## src/rtl/cache_set.sv

```systemverilog
// N-way set-associative cache set: parallel tag compare, one-cycle lookup response,
// tree pseudo-LRU victim selection and word-wise line fill.

module cache_way #(
  parameter int OW        = 4,
  parameter int TAG_WIDTH = 20
) (
  input  logic                 clk,
  input  logic                 nrst,
  input  logic                 inv,
  input  logic                 fill_en,
  input  logic                 fill_last,
  input  logic [OW-1:0]        fill_off,
  input  logic [31:0]          fill_data,
  input  logic [TAG_WIDTH-1:0] fill_tag,
  input  logic                 st_en,
  input  logic [OW-1:0]        lk_off,
  input  logic [31:0]          lk_wdata,
  input  logic [3:0]           lk_be,
  input  logic [TAG_WIDTH-1:0] lk_tag,
  output logic                 hit,
  output logic [31:0]          rdata,
  output logic [TAG_WIDTH-1:0] tag,
  output logic                 valid,
  output logic                 dirty
);
  logic [31:0] mem [2**OW];

  assign hit   = valid & (tag == lk_tag);
  assign rdata = mem[lk_off];

  // Data RAM carries no reset; fill and store never coincide since a fill blocks lookups.
  always_ff @(posedge clk) begin
    if (fill_en)
      mem[fill_off] <= fill_data;
    else if (st_en)
      for (int b = 0; b < 4; b++)
        if (lk_be[b]) mem[lk_off][8*b +: 8] <= lk_wdata[8*b +: 8];
  end

  // A non-final fill word drops valid so a partially written line never hits.
  always_ff @(posedge clk or negedge nrst) begin
    if (!nrst) begin
      tag   <= '0;
      valid <= 1'b0;
      dirty <= 1'b0;
    end else if (inv) begin
      valid <= 1'b0;
      dirty <= 1'b0;
    end else if (fill_en) begin
      if (fill_last) begin
        tag   <= fill_tag;
        valid <= 1'b1;
        dirty <= 1'b0;
      end else begin
        valid <= 1'b0;
      end
    end else if (st_en) begin
      dirty <= 1'b1;
    end
  end
endmodule

module cache_set #(
  parameter int WAYS       = 4,
  parameter int LINE_WIDTH = 6,
  parameter int TAG_WIDTH  = 20,
  localparam int OW = LINE_WIDTH - 2,
  localparam int WW = (WAYS > 1) ? $clog2(WAYS) : 1
) (
  input  logic                 clk,
  input  logic                 nrst,
  input  logic                 lk_req,
  output logic                 lk_ready,
  input  logic [TAG_WIDTH-1:0] lk_tag,
  input  logic [OW-1:0]        lk_off,
  input  logic                 lk_write,
  input  logic [31:0]          lk_wdata,
  input  logic [3:0]           lk_be,
  output logic                 rsp_valid,
  output logic                 rsp_hit,
  output logic [WW-1:0]        rsp_way,
  output logic [31:0]          rsp_data,
  output logic [WW-1:0]        vic_way,
  output logic [TAG_WIDTH-1:0] vic_tag,
  output logic                 vic_valid,
  output logic                 vic_dirty,
  input  logic                 fill_we,
  input  logic [WW-1:0]        fill_way,
  input  logic [OW-1:0]        fill_off,
  input  logic [31:0]          fill_data,
  input  logic [TAG_WIDTH-1:0] fill_tag,
  input  logic                 fill_last,
  input  logic                 inv
);
  localparam int LG = $clog2(WAYS);
  localparam int PN = (WAYS > 1) ? WAYS - 1 : 1;

  logic [WAYS-1:0]                hits, valids, dirtys;
  logic [WAYS-1:0][31:0]          rdatas;
  logic [WAYS-1:0][TAG_WIDTH-1:0] tags;
  logic [WW-1:0]                  hit_way, plru_way;
  logic [PN-1:0]                  plru;
  logic                           acc, any_hit;

  assign lk_ready = ~fill_we & ~inv;
  assign acc      = lk_req & lk_ready;
  assign any_hit  = |hits;

  for (genvar w = 0; w < WAYS; w++) begin : g_way
    cache_way #(.OW(OW), .TAG_WIDTH(TAG_WIDTH)) u_way (
      .clk       (clk),
      .nrst      (nrst),
      .inv       (inv),
      .fill_en   (fill_we & ~inv & (fill_way == WW'(w))),
      .fill_last (fill_last),
      .fill_off  (fill_off),
      .fill_data (fill_data),
      .fill_tag  (fill_tag),
      .st_en     (acc & lk_write & hits[w]),
      .lk_off    (lk_off),
      .lk_wdata  (lk_wdata),
      .lk_be     (lk_be),
      .lk_tag    (lk_tag),
      .hit       (hits[w]),
      .rdata     (rdatas[w]),
      .tag       (tags[w]),
      .valid     (valids[w]),
      .dirty     (dirtys[w])
    );
  end

  // Heap-ordered tree: node n (1-based) has children 2n, 2n+1; bit 1 points at the upper half.
  function automatic logic [PN-1:0] touch(input logic [PN-1:0] t, input logic [WW-1:0] w);
    logic [PN-1:0] r;
    int n;
    r = t;
    n = 1;
    for (int l = 0; l < LG; l++) begin
      r[n-1] = ~w[LG-1-l];
      n = 2*n + int'(w[LG-1-l]);
    end
    return r;
  endfunction

  function automatic logic [WW-1:0] follow(input logic [PN-1:0] t);
    logic [WW-1:0] v;
    int n;
    v = '0;
    n = 1;
    for (int l = 0; l < LG; l++) begin
      v[LG-1-l] = t[n-1];
      n = 2*n + int'(t[n-1]);
    end
    return v;
  endfunction

  always_comb begin
    hit_way = '0;
    for (int w = 0; w < WAYS; w++)
      if (hits[w]) hit_way = hit_way | WW'(w);
  end

  assign plru_way = follow(plru);

  always_comb begin
    vic_way = plru_way;
    for (int w = WAYS-1; w >= 0; w--)
      if (!valids[w]) vic_way = WW'(w);
  end

  assign vic_tag   = tags[vic_way];
  assign vic_valid = valids[vic_way];
  assign vic_dirty = valids[vic_way] & dirtys[vic_way];

  always_ff @(posedge clk or negedge nrst) begin
    if (!nrst)
      plru <= '0;
    else if (inv)
      plru <= '0;
    else if (fill_we & fill_last)
      plru <= touch(plru, fill_way);
    else if (acc & any_hit)
      plru <= touch(plru, hit_way);
  end

  always_ff @(posedge clk or negedge nrst) begin
    if (!nrst) begin
      rsp_valid <= 1'b0;
      rsp_hit   <= 1'b0;
      rsp_way   <= '0;
      rsp_data  <= '0;
    end else begin
      rsp_valid <= acc;
      rsp_hit   <= acc & any_hit;
      rsp_way   <= (acc & any_hit) ? hit_way : '0;
      rsp_data  <= (acc & any_hit & ~lk_write) ? rdatas[hit_way] : '0;
    end
  end
endmodule

```

## config.mk

```make
export PLATFORM = sky130hd
export DESIGN_NAME = cache_set
export DESIGN_NICKNAME = d
export VERILOG_FILES = /design/src/rtl/cache_set.sv
export SDC_FILE = /design/constraint.sdc
export NUM_CORES = 2
export LEC_CHECK = 0
export CAP_MARGIN = 10
export CORE_MARGIN = 4
export CORE_UTILIZATION = 35
export CTS_CLUSTER_DIAMETER = 150
export DETAILED_ROUTE_END_ITERATION = 10
export PLACE_DENSITY = 0.53
export SLEW_MARGIN = 25
export SYNTH_ARGS = -nofsm -noshare
export SYNTH_HDL_FRONTEND = slang
export SYNTH_SLANG_ARGS = --single-unit
export TNS_END_PERCENT = 1
```

## constraint.sdc

```tcl
create_clock -name clk -period 3.6 [get_ports clk]
set_clock_uncertainty 0.1 [all_clocks]
set_input_delay 0.36 -clock clk [delete_from_list [all_inputs] [get_ports clk]]
set_output_delay 0.36 -clock clk [all_outputs]
set_load 0.1 [all_outputs]
```

# Word level (Yosys, flattened, before mapping)
# Memory sizes are Yosys's and may differ from the RTL's.
# Index checks and enable logic that the tools add are counted.
# word_totals
in_bits,125
ff_bits,127
mem_count,4
ram_bits,2048
# op_classes
bitwise,27
n_reduce_logical,25
n_addsub,6
n_lt_le_gt_ge,7
n_mux,123
eq_ne,11
# memory_table
memory,words,word_bits,rd,rd_clocked_by_memory_dff,write_ports,line_no,text
g_way[0].u_way.mem,16,32,1,0,1,27,logic [31:0] mem [2**OW];
g_way[1].u_way.mem,16,32,1,0,1,27,
g_way[2].u_way.mem,16,32,1,0,1,27,
g_way[3].u_way.mem,16,32,1,0,1,27,
# ops
cell,n
2-to-1 mux 32 bit,6
OR reduction 32 bit,4
2-to-1 mux 1 bit,89
== test 20 bit,4
binary-select mux 32 bit (select 2 bit),1
binary-select mux 20 bit (select 2 bit),1
2-to-1 mux 4 bit,8
AND 1 bit,20
2-to-1 mux 20 bit,1
nonzero test 3 bit,5
2-to-1 mux 2 bit,7
"less-than comparator 4 bit, second input constant",3
"!= test 3 bit, second input constant",4
AND reduction 3 bit,4
"subtractor 3 x 1 -> 4 bit, second input constant",3
"adder 2 x 1 -> 3 bit, first input constant",3
2-to-1 mux 3 bit,3
"greater-or-equal comparator 4 x 1 -> 1 bit, second input constant",2
AND reduction 2 bit,4
nonzero test 2 bit,4
inverter 1 bit,7
binary-select mux 1 bit (select 2 bit),3
bitwise mux 3 bit,2
"less-than comparator 2 x 3 -> 1 bit, second input constant",2
6 further kinds,9

# Logic depth before layout (Yosys ltp)
# logic_depth
ltp_word,15
mapped_depth,13

# Modules after synthesis
# A second synthesis with hierarchy kept.
# hier_totals
cells_unflattened,4342
area_unflattened_um2,87816.7
# modules_own_cells
mod,n_inst,cells_each,area_each_um2
cache_way (g_way[1].u_way ...),3,999,21181.6
cache_way (g_way[0].u_way),1,999,21182.8
cache_set,1,346,3089.2

# Worst setup path after synthesis
# Ideal clock, no wire load.
# synth_path
path_type,input port to flip-flop
start,input port inv
end,memory g_way[2].u_way.mem[0][11] (data pin)
path_stages,10
setup_slack_ps,-614
path_buffers,3
arrival_time_ps,3829
required_time_ps,3215
cell_sequence,nor2_1 > nand2_1 > inv_1 > nand2_1 > nor2_1 > and4_1 > clkbuf_1 > clkbuf_1 > buf_1 > mux2_2
# synth_between
elab_chain_cells,10
word_cells_on_any_way,21
# synth_rtl
item,line_no,text
"start, declared",94,input logic inv
inverter 1 bit (no line) (*),n/a,
AND 1 bit (*),106,assign lk_ready = ~fill_we & ~inv;
AND 1 bit (*),107,assign acc = lk_req & lk_ready;
named net acc,104,"logic acc, any_hit;"
AND 1 bit (*) (2 in series),120,".st_en (acc & lk_write & hits[w]),"
2-to-1 mux 1 bit,36,else if (st_en)
2-to-1 mux 1 bit,34,if (fill_en)
2-to-1 mux 1 bit (implied by the code),38,if (lk_be[b]) mem[lk_off][8*b +: 8] <= lk_wdata[8*b +: 8];
OR reduction 32 bit (no line) (*),n/a,
2-to-1 mux 32 bit (no line) (*),n/a,
"end, declared",27,
# The timed path passes the listed nets; every way through them passes the cells marked *.

# Worst setup path in the final report
# layout_path
start,register g_way[1].u_way.tag[14]
end,memory g_way[1].u_way.mem[3][8] (data pin)
# layout_between
elab_chain_cells,8
word_cells_on_any_way,17
# layout_rtl
item,line_no,text
"start, declared",23,"output logic [TAG_WIDTH-1:0] tag,"
"start signal, assigned",52,tag <= fill_tag;
== test 20 bit (*),29,assign hit = valid & (tag == lk_tag);
AND 1 bit (*),29,
AND 1 bit (*),120,
2-to-1 mux 1 bit,36,
2-to-1 mux 1 bit,34,
2-to-1 mux 1 bit (implied by the code),38,
OR reduction 32 bit (no line) (*),n/a,
2-to-1 mux 32 bit (no line) (*),n/a,
"end, declared",27,
# Mark *: on every way between the ends. The rest lies on a longest branch, timed or not.

==> impl_metrics.py <==
metrics = {
    "die": {
        "core_sq_mm": 0.249,
        "boundaryPins": 186,
        "placementRows": 183,
        "die_width_um": 508,
        "die_area_sq_mm": 0.258,
        "y_dimension_of_the_die_um": 508,
        "initial_utilization_pct": 35.2,
    },
    "detailed_routing": {
        "drt_first_pass_iters": 6,
        "viasPerCell": 5.37,
        "via_count": 45900,
        "wirelength_um": 258000,
        "final_antenna_net_count": 0,
        "wire_per_inst_um": 30.2,
        "drt_drc_violations_left": 0,
        "initialDrtViolationCount": 5099,
    },
    "yosys": {
        "netlist_instances": 4214,
        "mappedNetlistNets": 4339,
        "ys_top_cells_by_count": "edfxtp_1 (2048), mux4_2 (599), nor2_1 (339)",
        "yosys_warnings": 0,
        "synth_area_leaders": "edfxtp_1 (70%), mux4_2 (15%), dfrtp_1 (3.6%)",
        "post-synth-top-area-cell": "edfxtp_1",
        "fraction_of_synthesized_cell_area_taken_by_the_top_area_cell_type_pct": 70.3,
        "yosys_register_bits": 2175,
        "syn_area_per_cell_sq_um": 20.8,
        "synth_sequential_area_ratio_pct": 74.0,
        "async_reset_ff_share_pct": 5.84,
        "post-synth-top-count-cell": "edfxtp_1",
        "synth-edff-count": 2048,
        "synth_top_flop_cell": "edfxtp_1",
        "synth_area_sq_mm": 0.0874,
        "post_synthesis_cell_type_count": 45,
    },
    "worst_setup_path": {
        "crit_required_ns": 4.07,
        "r2r-end": "g_way[1].u_way.mem[3][8]$_DFFE_PP_",
        "worst-path-buf-inv": 4,
        "critical_path_depth": 10,
        "max_stage_delay_ns": 0.53,
        "critPathArrivalTime_ns": 3.99,
        "timing.rr.start": "g_way[1].u_way.tag[14]$_DFFE_PN0P_",
        "setup.worst_path.start": "g_way[1].u_way.tag[14]$_DFFE_PN0P_",
        "setup.worst_path.class": "register to register",
        "crit_path_max_delay_cell_type": "or4_4",
        "crit_path_max_fanout": 23,
        "ff2ff_path_depth": 10,
        "timing.critical_path.cells": "xnor2_1, nand3_1, or4_4, nor4_4, buf_4, and2_2, buf_12, buf_4, buf_12, mux2_2",
        "critical-path-top-delay-family": "simple AND/OR/NAND/NOR gates",
        "startpoint_type": "register",
        "r2r_setup_slack_ns": 0.08,
        "endpoint_kind": "register",
        "worst_setup_path_endpoint": "g_way[1].u_way.mem[3][8]$_DFFE_PP_",
    },
    "sta": {
        "max_slew.worst_pin.slew_ns": 1.14,
        "finalCriticalPeriod_ns": 3.52,
        "timing.final.max_slew_violations": 0,
        "final.setup.tns_ns": 0,
        "max-slew-margin-rel_pct": 24.3,
        "timing.fmax_mhz": 284,
        "report.final.hold_viol_count": 0,
        "post-route-period-util_pct": 97.9,
        "setup_viol": 0,
    },
    "global_route": {
        "grt_max_degree": 65,
        "globalRouteOverflowTotal": 0,
        "number_of_global_route_vias_before_repair": 46900,
        "globalRouteTotalUtil_pct": 20.0,
        "antenna_found_initial": 42,
        "grt_first_pass_wirelength_um": 366000,
    },
    "finish": {
        "layout-area-overhead-vs-synth_pct": 21.3,
        "fin_nets": 5134,
        "layout_cell_share_with_drive_strength_beyond_1_pct": 36.4,
    },
    "pwr": {
        "design_power_total_w": 0.0557,
        "irDropWorstVdd_v": 0.000385,
        "pwr_density_cell_mw_per_mm2": 525,
        "total_leakage_power_nw": 34.7,
    },
    "clock_network": {
        "cts_num_sinks": 2175,
        "cts_buffer_depth": 3,
        "cts-htree-levels": 4,
        "clock-root-buffer": "clkbuf_16",
        "clkLatencyLatePin_ns": 0.88,
        "tritoncts": "yes",
        "clock_transition_at_the_register_clock_pins_on_the_worst_setup_and_hold_paths_after_cts_ns": 0.06,
        "cts_buffers": 215,
    },
    "flow_run": {
        "max_cap_violations": 0,
    },
    "placement": {
        "place.detailed.hpwl_um": 182000,
        "place_congestion": 0.873,
        "placement.io_buffers": 185,
    },
    "status": {
        "run_status": "complete, no violations",
    },
    "hold_path": {
        "hold_path_class": "input port to register",
        "worstHoldStart": "fill_tag[19]",
    },
}
how the worst min path moves through the flow:
stage	to	slack, ns	depth (start not counted)
6_report	g_way[0].u_way.tag[19]$_DFFE_PN0P_	0.1	2
2_1_floorplan	g_way[0].u_way.dirty$_DFFE_PN0P_	-0.04	0
4_1_cts	g_way[2].u_way.tag[19]$_DFFE_PN0P_	0.008	2
3_5_place_dp	g_way[1].u_way.tag[6]$_DFFE_PN0P_	0.28	1
3_3_place_gp	g_way[1].u_way.tag[13]$_DFFE_PN0P_	0.28	1
5_1_grt	g_way[2].u_way.tag[19]$_DFFE_PN0P_	0.08	2
layout by cell type (no fill, tap or decap), types with 13 or more instances in the layout:
cell,netlist,final
a31oi_1,46,40
mux2i_1,97,97
edfxtp_1,2048,2048
mux4_2,599,599
nand2_1,76,76
clkbuf_1,185,29
xor2_1,16,16
clkbuf_16,0,216
o221a_1,31,31
xnor2_1,62,57
a221oi_1,31,31
buf_4,1,578
bufinv_16,0,30
a311oi_1,32,32
buf_12,0,100
nor4_1,15,14
nand4_1,28,28
clkdlybuf4s50_1,0,143
mux2_2,210,210
nand3_1,13,13
clkinv_2,0,45
dfrtp_1,127,127
clkinv_1,0,48
nor2_2,0,21
a21oi_1,47,38
nor3_1,36,36
nor2_1,339,310
diode_2,0,24
and3_1,35,35
stage by stage:
| step | cell area (sq um) | std cells | setup slack [ns] | hold slack (ns) | utilization [%] |
|---|---|---|---|---|---|
| final | 106000 | 8548 | 0.0765 | 0.0983 | 42.7 |
| after global routing | 106000 | 8543 | -0.0177 | 0.0754 | 42.7 |
| after CTS | 106000 | 8523 | 0.00354 | 0.00848 | 42.6 |
| after detailed placement | 98500 | 8117 | -0.819 | 0.281 | 39.6 |
| after global placement | 98500 | 8117 | -0.800 | 0.278 | 39.6 |
| after floorplan | 87500 | 4214 | 0.170 | -0.0356 | - |
timing repair:
item,CTS,global route
setup buffers,1,1
pin swaps,1,3
endpoints found under the setup margin,812,821
gates resized for setup,25,22
hold buffers,3,0
hold endpoints to repair,127,0
cloned,0,0
registers in the layout, indices dropped and copies added, names as in the netlist:
name,cells
g_way.u_way.mem,2048
g_way.u_way.tag,80
rsp_data,32
g_way.u_way.dirty,4
g_way.u_way.valid,4
plru,3
rsp_way,2
rsp_hit,1
rsp_valid,1
report_power, final:
group,internal [W],switching (W)
clock,0.0133,0.00981
combinational,0.00177,0.00260
sequential,0.0280,0.000254
total,0.0430,0.0127
layout make-up:
class,instances,area [sq um]
timing repair buffer,831,7910
inverter,6,22.5
antenna,24,60.1
fill,21700,143000
clock buffer,249,5570
sequential,2175,64700
clock inverter,153,1720
tap,3330,4170
multi-input combinational,1780,22000
cell families (layout without fill, tap and decap cells):
kind of cell              Yosys count  in the layout  share of synthesized area [%]
AOI/OAI and AO/OA                 208            208                           1.80
xor gates and xnor gates           80             80                          0.818
buffers and inverters             259           1239                           1.20
DFF                              2175           2175                           74.0
muxes                             906            906                           19.2
other                               0             24                              0
and+or+nand+nor                   586            586                           2.98
layer usage:
layer / global-route usage, % / wire (um) / part of all wire (%)
met1: 27.2 / 107000 / 41
met2: 32.5 / 127000 / 49
met3: 3.22 / 14800 / 5.7
met4: 7.62 / 9830 / 3.8
met5: 0 / 22 / 0.0085
worst register-to-register path, delay by kind of cell, from the launching register on:
kind	cells	cell delay [ns]
XOR/XNOR	1	0.29
AND/OR/NAND/NOR	4	1.03
multiplexers	1	0.53
flip-flops	1	0.43
buffers and inverters	4	0.84
No activity file was read; power rests on OpenSTA's default activity.
